File: src/rtl/ifu_prefetch.sv
// Instruction-fetch front end: owns the fetch PC, issues sequential credit-limited
// requests to instruction memory and buffers responses as {pc, instr} for decode.
module ifu_prefetch #(
    parameter int              XLEN     = 64,
    parameter logic [XLEN-1:0] RESET_PC = 64'h8000_0000,
    parameter int              DEPTH    = 4
) (
    input  logic            clk,
    input  logic            rst_n,
    output logic            imem_req_valid,
    input  logic            imem_req_ready,
    output logic [XLEN-1:0] imem_req_addr,
    input  logic            imem_rsp_valid,
    input  logic [31:0]     imem_rsp_data,
    input  logic            redirect_valid,
    input  logic [XLEN-1:0] redirect_pc,
    output logic            out_valid,
    input  logic            out_ready,
    output logic [31:0]     out_instr,
    output logic [XLEN-1:0] out_pc
);

    localparam int AW = $clog2(DEPTH);
    localparam int CW = AW + 1;

    logic [XLEN-1:0] fetch_pc;
    logic [XLEN-1:0] rsp_pc;
    logic [CW-1:0]   outstanding;
    logic [CW-1:0]   drop_cnt;
    logic [CW-1:0]   count;
    logic [AW-1:0]   rd_ptr;
    logic [AW-1:0]   wr_ptr;
    logic [XLEN-1:0] fifo_pc    [DEPTH];
    logic [31:0]     fifo_instr [DEPTH];

    logic [CW:0]     inflight;
    logic            req_fire;
    logic            rsp_fire;
    logic            push;
    logic            pop;
    logic [XLEN-1:0] redirect_base;
    logic            unused_redirect_lsbs;

    assign redirect_base        = {redirect_pc[XLEN-1:2], 2'b00};
    assign unused_redirect_lsbs = ^redirect_pc[1:0];

    // Requests in flight plus buffered entries never exceed DEPTH, so the FIFO cannot overflow.
    assign inflight       = {1'b0, outstanding} + {1'b0, count};
    assign imem_req_valid = rst_n && (inflight < (CW + 1)'(DEPTH)) && !redirect_valid;
    assign imem_req_addr  = fetch_pc;

    assign req_fire = imem_req_valid && imem_req_ready;
    assign rsp_fire = imem_rsp_valid && (outstanding != '0);
    assign push     = rsp_fire && (drop_cnt == '0) && !redirect_valid;

    assign out_valid = (count != '0) && !redirect_valid;
    assign pop       = out_valid && out_ready;
    assign out_pc    = (count != '0) ? fifo_pc[rd_ptr]    : '0;
    assign out_instr = (count != '0) ? fifo_instr[rd_ptr] : '0;

    always_ff @(posedge clk or negedge rst_n) begin
        if (!rst_n) begin
            fetch_pc    <= RESET_PC;
            rsp_pc      <= RESET_PC;
            outstanding <= '0;
            drop_cnt    <= '0;
            count       <= '0;
            rd_ptr      <= '0;
            wr_ptr      <= '0;
        end else if (redirect_valid) begin
            // Everything still in flight belongs to the old stream and must be discarded.
            fetch_pc    <= redirect_base;
            rsp_pc      <= redirect_base;
            outstanding <= outstanding - CW'(rsp_fire);
            drop_cnt    <= outstanding - CW'(rsp_fire);
            count       <= '0;
            rd_ptr      <= '0;
            wr_ptr      <= '0;
        end else begin
            if (req_fire) begin
                fetch_pc <= fetch_pc + XLEN'(4);
            end
            outstanding <= outstanding + CW'(req_fire) - CW'(rsp_fire);
            if (rsp_fire && (drop_cnt != '0)) begin
                drop_cnt <= drop_cnt - CW'(1);
            end
            if (push) begin
                rsp_pc <= rsp_pc + XLEN'(4);
                wr_ptr <= wr_ptr + AW'(1);
            end
            if (pop) begin
                rd_ptr <= rd_ptr + AW'(1);
            end
            count <= count + CW'(push) - CW'(pop);
        end
    end

    always_ff @(posedge clk) begin
        if (push) begin
            fifo_pc[wr_ptr]    <= rsp_pc;
            fifo_instr[wr_ptr] <= imem_rsp_data;
        end
    end

endmodule

File: config.mk
export PLATFORM = sky130hd
export DESIGN_NAME = ifu_prefetch
export DESIGN_NICKNAME = d
export VERILOG_FILES = /design/src/rtl/ifu_prefetch.sv
export SDC_FILE = /design/constraint.sdc
export NUM_CORES = 1
export LEC_CHECK = 0
export CORE_MARGIN = 2
export CORE_UTILIZATION = 55
export DETAILED_ROUTE_END_ITERATION = 16
export HOLD_SLACK_MARGIN = 0.03
export PLACE_DENSITY = 0.79
export SETUP_SLACK_MARGIN = 0.2
export SLEW_MARGIN = 10
export SYNTH_ARGS = -nofsm -noshare
export SYNTH_HDL_FRONTEND = slang
export SYNTH_SLANG_ARGS = --single-unit
export TNS_END_PERCENT = 100
File: constraint.sdc
create_clock -name clk -period 7.2 [get_ports clk]
set_input_delay 0.72 -clock clk [delete_from_list [all_inputs] [get_ports clk]]
set_output_delay 0.72 -clock clk [all_outputs]
set_load 0.05 [all_outputs]
# ---- Word level (Yosys, flattened, before mapping)
# Memory sizes are Yosys's and may differ from the RTL's.
# Index checks and enable logic that the tools add are counted.
dict set report word_totals {
  n_memories 2
  ram_bits 384
  out_inout_bits 162
  ff_bits 141
  elab_cells 55
  in_bits 102
}
dict set report op_classes {
  order_cmp 1
  n_mux 16
  reduce_logical 18
  addsub 11
}
# memory depth width read_ports rd_ports_with_merged_regs wr line_no
set memory_table {}
lappend memory_table {fifo_pc 4 64 1 0 1 33} ;# logic [XLEN-1:0] fifo_pc [DEPTH];
lappend memory_table {fifo_instr 4 32 1 0 1 34} ;# logic [31:0] fifo_instr [DEPTH];
# op n
set ops {}
lappend ops {{$mux 64} 5}
lappend ops {{$add 64x3->64 const B} 2}
lappend ops {{$mux 32} 1}
lappend ops {{$mux 3} 4}
lappend ops {{$logic_and 1x1->1} 9}
lappend ops {{$reduce_bool 3->1} 3}
lappend ops {{$sub 3x1->3} 3}
lappend ops {{$mux 2} 4}
lappend ops {{$reduce_bool 2->1} 4}
lappend ops {{$add 3x1->3} 2}
lappend ops {{$add 2x1->2 const B} 2}
lappend ops {{$add 3x3->4} 1}
lappend ops {{$lt 4x3->1 const B} 1}
lappend ops {{$logic_not 3->1} 1}
lappend ops {{$sub 3x1->3 const B} 1}
lappend ops {{$mux 1} 2}
lappend ops {{$logic_not 1->1} 1}

# ---- Longest topological paths before layout
# Gate-level depths: netlist of run 1.
dict set report logic_depth {
  depth_word 8
  mapped_depth 15
}

# ---- Worst setup path before layout of run 1
# Ideal clock, no wire load.
dict set report synth_path {
  kind {input-to-reg}
  startpoint {input port imem_rsp_valid}
  endpoint {memory fifo_instr[0][0] (enable)}
  required_time_ns 6.737
  n_path_buf 0
  t_arrival_ns 3.463
  setup_slack_ns 3.274
  path_stages 3
  path_cell_list {nand3b_1 -> nor3_1 -> and2_1}
}
dict set report synth_between {
  elab_chain_len 5
}
# element line_no
set synth_lines {}
lappend synth_lines {{start: declaration} 13} ;# input logic imem_rsp_valid,
lappend synth_lines {{$logic_and 1x1->1} 53} ;# assign rsp_fire = imem_rsp_valid && (outstanding != '0);
lappend synth_lines {{$logic_and 1x1->1 (2 in series)} 54} ;# assign push = rsp_fire && (drop_cnt == '0) && !redirect_valid;
lappend synth_lines {{$mux 1} 99} ;# if (push) begin
lappend synth_lines {{$mux 1 (not written as such)} 101} ;# fifo_instr[wr_ptr] <= imem_rsp_data;
lappend synth_lines {{end: declaration} 34}
# Every way passes these cells.

# ---- Final worst setup path of run 1
dict set report layout_path {
  startpoint {register rd_ptr[0]}
  endpoint {output port out_pc[38]}
}
dict set report layout_between {
  elab_chain_len 2
}
# element line_no
set layout_lines {}
lappend layout_lines {{start: declaration} 31} ;# logic [AW-1:0] rd_ptr;
lappend layout_lines {{start signal: assignment} 92} ;# rd_ptr <= rd_ptr + AW'(1);
lappend layout_lines {{$mem_v2 4x64} n/a}
lappend layout_lines {{$mux 64} 58} ;# assign out_pc = (count != '0) ? fifo_pc[rd_ptr] : '0;
lappend layout_lines {{end: declaration} 20} ;# output logic [XLEN-1:0] out_pc
# Every way passes these cells.

==> results of run 1 <==
cells in the final DEF (no fill, tap or decap), types with 5 or more instances in the layout:
master / Yosys / layout
a21oi_1: 22 / 22
a31oi_1: 8 / 8
and2_1: 106 / 102
and3_1: 24 / 24
and4_1: 14 / 14
buf_4: 5 / 13
bufinv_16: 0 / 9
clkbuf_1: 46 / 9
clkbuf_16: 0 / 51
clkbuf_8: 0 / 5
clkdlybuf4s50_1: 0 / 255
clkinv_1: 1 / 6
clkinv_2: 0 / 9
dfrtp_1: 135 / 133
edfxtp_1: 376 / 376
ha_1: 16 / 16
inv_1: 28 / 28
mux2_2: 17 / 17
mux4_2: 94 / 94
nand2_1: 117 / 117
nand3_1: 89 / 89
nand4_1: 35 / 35
nor2_1: 55 / 55
nor3_1: 20 / 20
nor4_1: 9 / 9
o211ai_1: 26 / 26
o21ai_0: 83 / 83
o311ai_0: 11 / 11
or3_1: 6 / 5
xnor2_1: 40 / 40
xor2_1: 41 / 41
worst paths after layout:
path,from,to,slack (ns)
setup / recovery,rd_ptr[0]$_DFFE_PN0P_,out_pc[38],2.71
hold / removal,rst_n,imem_req_addr[41]$_DFFE_PN0N_,0.14
setup reg to reg,drop_cnt[0]$_DFFE_PN0P_,fifo_instr[1][9]$_DFFE_PP_,3.83
hold reg to reg,rsp_pc[44]$_DFFE_PN0N_,fifo_pc[1][44]$_DFFE_PP_,0.56
max in group asynchronous,rst_n,rd_ptr[0]$_DFFE_PN0P_,5.59
min in group clk,rsp_pc[44]$_DFFE_PN0N_,fifo_pc[1][44]$_DFFE_PP_,0.56
cells by family after synthesis:
group                      count (synthesis)
other                                      1
and+or+nand+nor                          514
muxes                                    113
xor gates and xnor gates                  81
adders and majority gates                 18
buffers and inverters                    106
AOI/OAI and AO/OA                        165
DFF                                      513
Yosys cell counts, drive strengths merged (2+ instances only):
library cell | number | area (sq um)
nor4b | 2 | 32.53
o21ai | 86 | 430.4
o311ai | 12 | 105.1
xor2 | 41 | 359.1
nand4 | 39 | 295.3
nand2b | 3 | 18.77
a21oi | 22 | 110.1
ha | 16 | 200.2
nand3 | 91 | 465.5
nor4 | 17 | 191.4
or4 | 2 | 15.01
a31oi | 8 | 50.05
mux4 | 94 | 2117
buf | 30 | 172.7
fa | 2 | 40.04
and3 | 25 | 157.6
xnor2 | 40 | 350.3
nor2b | 2 | 12.51
inv | 28 | 105.1
clkbuf | 47 | 177.7
edfxtp | 376 | 11290
and4 | 14 | 122.6
mux2i | 2 | 20.02
nand4b | 4 | 35.03
and2 | 106 | 663.1
mux2 | 17 | 191.4
nor2 | 56 | 212.7
o211ai | 26 | 195.2
a41oi | 2 | 17.52
nor3 | 23 | 136.4
dfrtp | 135 | 3378
or3 | 7 | 48.80
a21boi | 2 | 15.01
a31o | 2 | 17.52
nand2 | 118 | 445.4
nor3b | 3 | 22.52
dfstp | 2 | 52.55
power by group:
group | switching (mW) | total [mW] | leakage, nW | internal [mW]
Combinational | 2.00 | 3.17 | 3.35 | 1.17
Sequential | 0.281 | 3.64 | 5.05 | 3.36
Clock | 1.13 | 2.82 | 0.873 | 1.69
Total | 3.42 | 9.63 | 9.27 | 6.21
layout make-up:
type | count | area (sq um)
Fill cell | 2726 | 12760
Tap cell | 525 | 656.9
Clock buffer | 65 | 1379
Timing Repair Buffer | 270 | 2681
Sequential cell | 513 | 14730
Inverter | 29 | 108.9
Multi-Input combinational cell | 895 | 7179
Clock inverter | 31 | 422.9
metal layers:
metal	share of wire, %	up-vias	GRT usage (%)
met5	0	-	0
met4	3.3	0	9.481
met3	9.0	117	5.448
met2	47	691	40.66
met1	41	7159	37.88
li1	-	6268	-
sequential cells by signal (all words and copies together), names as in the netlist:
register       cells
fifo_instr       128
rd_ptr             2
drop_cnt           3
wr_ptr             2
fifo_pc          248
rsp_pc            62
imem_req_addr     62
outstanding        3
count              3
worst register-to-register path, delay by kind of cell (launching register included):
kind          cells  cell delay, ns
buf+inv           2            0.76
fa+ha+maj         1            0.19
flops             1            0.36
simple gates      3            1.64
through the flow:
step | util (%) | hold WS [ns] | worst slack (ns) | instances
global route | 68.04 | 0.1782 | 2.471 | 2328
detailed placement | 63.52 | 0.5366 | 3.221 | 2232
finish | 68.04 | 0.1388 | 2.706 | 2328
floorplan | - | 0.4244 | 3.274 | 1514
CTS | 68.04 | 0.1586 | 2.614 | 2328
global placement | 63.52 | 0.5302 | 3.249 | 2232
==> impl_metrics.env, run 1 <==
export IMPL_wire_per_inst_um=23.63
export IMPL_yosys_warnings=0
export IMPL_clock_sinks=513
export IMPL_crit_path_end_kind="output port"
export IMPL_skew_ns=0.02278
export IMPL_powerDensity_nw_per_um2=354.8
export IMPL_drv_slew=0
export IMPL_crit_family="buffers and inverters"
export IMPL_synth_fa_ha_area_share_pct=1.075
export IMPL_cap_violations=0
export IMPL_muxShareOfSynthArea_pct=10.42
export IMPL_peakVddDrop_uv=284.1
export IMPL_viasPerCell=6.115
export IMPL_dr_pass1_iters=5
export IMPL_start_kind="register"
export IMPL_antenna_cells=0
export IMPL_grt_antenna_before_repair=0
export IMPL_cts_setup_buffers=0
export IMPL_path_buf_inv=2
export IMPL_slew_headroom_pct=21.24
export IMPL_cts_hold_buf=0
export IMPL_finalSetupViolations=0
export IMPL_cts_repair_resized=0
export IMPL_drive_above_1_share_pct=13.42
export IMPL_final_area_sq_um=27160
export IMPL_crit_path_max_fanout=49
export IMPL_synth_top_family_by_area="simple AND/OR/NAND/NOR gates"
export IMPL_seq_area_frac_synth_pct=65.90
export IMPL_cts_buffers=51
export IMPL_ant_nets=0
export IMPL_synth_compound_area_share_pct=4.414
export IMPL_yosysUniqueCellTypes=64
export IMPL_ys_flop_type="edfxtp_1"
export IMPL_finalSetupTns_ns=0
export IMPL_core_area_sq_um=39910
export IMPL_port_buffers=257
export IMPL_clkTransAtPathRegs_ns=0.06
export IMPL_first_iter_violations=1278
export IMPL_crit_slowest_cell="dfrtp_4"
export IMPL_clock_root_buffer="clkbuf_16"
export IMPL_ys_seq_elements=513
export IMPL_worst_ep_arrival_time_ns=3.77
export IMPL_die_y_um=205.5
export IMPL_status="completed"
export IMPL_io_pins=264
export IMPL_async_reset_ff_share_pct=26.71
export IMPL_leakage_nw=9.272
export IMPL_fmax_mhz=222.5
export IMPL_cts_tree="done"
export IMPL_min_period_ns=4.494
export IMPL_insertion_delay_ns=0.60
export IMPL_grt_overflow_total=0
export IMPL_clockBufferDepth=3
export IMPL_avgSynthCellArea_sq_um=14.78
export IMPL_hold_path_class="in -> async"
export IMPL_finalCritPeriodShare_pct=62.42
export IMPL_syn_inst=1511
export IMPL_rows=73
export IMPL_die_x_um=205.5
export IMPL_netlist_area_sq_um=22340
export IMPL_finalHoldViolCount=0
export IMPL_tightest_slew_ns=1.171
export IMPL_place_area_sq_um=25360
export IMPL_routed_wirelength_um=55000
export IMPL_grt_pass1_wl_um=83350
export IMPL_initial_utilization_pct=55.96
export IMPL_dp_hpwl_um=35140
export IMPL_cts_htree_levels=2
export IMPL_die_area_sq_um=42240
export IMPL_grt_max_degree=98
export IMPL_cp_cell_sequence="buf_12 > mux4_2 > and2_1 > clkdlybuf4s50_1"
export IMPL_nets=1880
export IMPL_path_class="reg -> out"
export IMPL_vias=14235
export IMPL_required_ns=6.48
export IMPL_slowest_delay_ns=1.09
export IMPL_rsz0062_at_grt="no"
export IMPL_gp_congestion=0.8721
export IMPL_grtUsageTotal_pct=26.46
export IMPL_reg2regPathDepth=6
export IMPL_total_power_mw=9.634
export IMPL_cp_depth=4
export IMPL_synth_xor_area_share_pct=3.176
export IMPL_drc=0
export IMPL_synth_edf_count=376
export IMPL_synthSimpleGateAreaFrac_pct=12.93
export IMPL_grt_pass1_vias=14100
export IMPL_area_growth_synth_to_final_pct=21.58
Power figures use the tool's default switching activity.
==> run 2: changes to the inputs <==
Clock period 7.2 ns to 4.3 ns, I/O delays scaled along.
==> run 2 against run 1 <==
Against the previous run:
- sequential power is 65% higher
- cell area is 0.49% higher
- critical path depth stayed put
- cell count is 0.34% higher
- power is 68% higher
- non-clock buffer count is 10 higher
- register-to-register slack worse by 2.5 ns
- critical path type unchanged
==> impl_metrics.env, run 2 (same netlist as run 1, synthesis figures left out) <==
export IMPL_cts_setup_buffers=0
export IMPL_die_y_um=205.5
export IMPL_grt_pass1_vias=14198
export IMPL_gp_congestion=0.9384
export IMPL_leakage_nw=9.332
export IMPL_grt_pass1_wl_um=83760
export IMPL_grt_max_degree=95
export IMPL_finalHoldViolCount=0
export IMPL_port_buffers=257
export IMPL_die_area_sq_um=42240
export IMPL_tightest_slew_ns=1.229
export IMPL_finalSetupViolations=0
export IMPL_layout_common_cells="edfxtp_1 (376), clkdlybuf4s50_1 (255), dfrtp_1 (133)"
export IMPL_clkTransAtPathRegs_ns=0.07
export IMPL_first_iter_violations=1352
export IMPL_p_seq_share_pct=37.2
export IMPL_path_class="reg -> out"
export IMPL_largest_reg_flops=248
export IMPL_final_util_pct=68.37
export IMPL_cts_tree="done"
export IMPL_peakVddDrop_uv=307.7
export IMPL_crit_path_end_kind="output port"
export IMPL_rsz0062_at_grt="no"
export IMPL_swShare_pct=35.01
export IMPL_grt_overflow_total=0
export IMPL_cap_violations=0
export IMPL_combPwrFrac_pct=33.8
export IMPL_required_ns=3.87
export IMPL_die_x_um=205.5
export IMPL_ant_nets=0
export IMPL_finalCritPeriodShare_pct=84.09
export IMPL_slew_headroom_pct=17.28
export IMPL_viasPerCell=6.077
export IMPL_rows=73
export IMPL_total_power_mw=16.14
export IMPL_place_area_sq_um=25500
export IMPL_initial_utilization_pct=55.96
export IMPL_antenna_cells=0
export IMPL_min_period_ns=3.616
export IMPL_p_int_mw=10.49
export IMPL_cts_buffers=51
export IMPL_top_register="fifo_pc"
export IMPL_timing_rr_start="count[1]$_DFF_PN0_"
export IMPL_area_growth_synth_to_final_pct=22.18
export IMPL_final_area_sq_um=27290
export IMPL_drc=0
export IMPL_nets=1890
export IMPL_switchingPower_mw=5.651
export IMPL_clock_sinks=513
export IMPL_final_common_cell="edfxtp_1"
export IMPL_core_area_sq_um=39910
export IMPL_clockBufferDepth=3
export IMPL_start_kind="register"
export IMPL_insertion_delay_ns=0.57
export IMPL_fmax_mhz=276.5
export IMPL_clkPwrFrac_pct=29.0
export IMPL_wire_per_inst_um=23.50
export IMPL_routed_wirelength_um=54910
export IMPL_reg2regPathDepth=10
export IMPL_hold_path_class="in -> async"
export IMPL_drv_slew=0
export IMPL_grtUsageTotal_pct=26.43
export IMPL_r2r_end="count[2]$_DFF_PN0_"
export IMPL_worst_ep_arrival_time_ns=3.19
export IMPL_powerDensity_nw_per_um2=591.4
export IMPL_clock_root_buffer="clkbuf_16"
export IMPL_drive_above_1_share_pct=13.53
export IMPL_r2r_slack_ns=1.32
export IMPL_cts_htree_levels=2
export IMPL_dr_pass1_iters=5
export IMPL_grt_antenna_before_repair=0
export IMPL_io_pins=264
export IMPL_skew_ns=0.01463
export IMPL_top_regs="fifo_pc x248, fifo_instr x128"
export IMPL_vias=14197
export IMPL_status="completed"
export IMPL_finalSetupTns_ns=0
export IMPL_crit_path_max_fanout=61
export IMPL_dp_hpwl_um=36460
==> run 2: per-layer routing <==
metal	track usage [%]	vias up	part of all wire [%]
met5	0	-	0
met4	8.042	0	2.8
met3	4.150	100	8.2
met2	42.42	653	48
met1	37.67	7172	41
li1	-	6272	-
==> run 2: worst max-delay path by stage <==
stage                            start                          to  slack (ns)
4_1_cts             count[1]$_DFF_PN0_                  out_pc[31]        0.66
6_report            count[1]$_DFF_PN0_                  out_pc[31]        0.68
3_3_place_gp            imem_rsp_valid    fifo_pc[3][50]$_DFFE_PP_        1.15
5_1_grt             count[1]$_DFF_PN0_                  out_pc[31]        0.60
2_1_floorplan  drop_cnt[0]$_DFFE_PN0P_  fifo_instr[1][0]$_DFFE_PP_        0.49
3_5_place_dp            imem_rsp_valid    fifo_pc[3][50]$_DFFE_PP_        1.09
==> run 2: layout make-up <==
cell class,count,area (sq um)
timing repair buffer,280,2834
tap,525,656.9
fill,2684,12620
multi-input combinational,895,7179
inverter,29,108.9
clock buffer,70,1428
sequential,513,14730
clock inverter,24,355.3
==> run 2: critical path: stages (launching register included) <==
cell             delay, ns
dfrtp_1               0.44
or3_2                 0.85
buf_12                0.33
and2_1                0.17
clkdlybuf4s50_1       0.76
==> run 2: power by group through the flow <==
stage          clock, mW  combinational [mW]  sequential [mW]
6_report            4.68                5.46             6.00
3_5_place_dp           0                5.50             6.09
3_3_place_gp           0                5.44             6.07
5_1_grt             4.94                5.75             6.04
2_1_floorplan          0                3.47             6.22
4_1_cts             4.74                5.53             5.99
==> run 2: metrics by stage <==
step	hold WS, ns	setup WS (ns)	std cells
after CTS	0.3407	0.6648	2336
after global placement	0.3817	1.148	2241
after global routing	0.3540	0.5951	2336
final	0.3557	0.6840	2336
after floorplan	0.1344	0.4878	1514
after detailed placement	0.3799	1.089	2241
==> run 2: what timing repair did <==
item                      4_1_cts  5_1_grt
hold endpoints to repair       40        0
hold buffers                    1        0
resized for setup               0        0
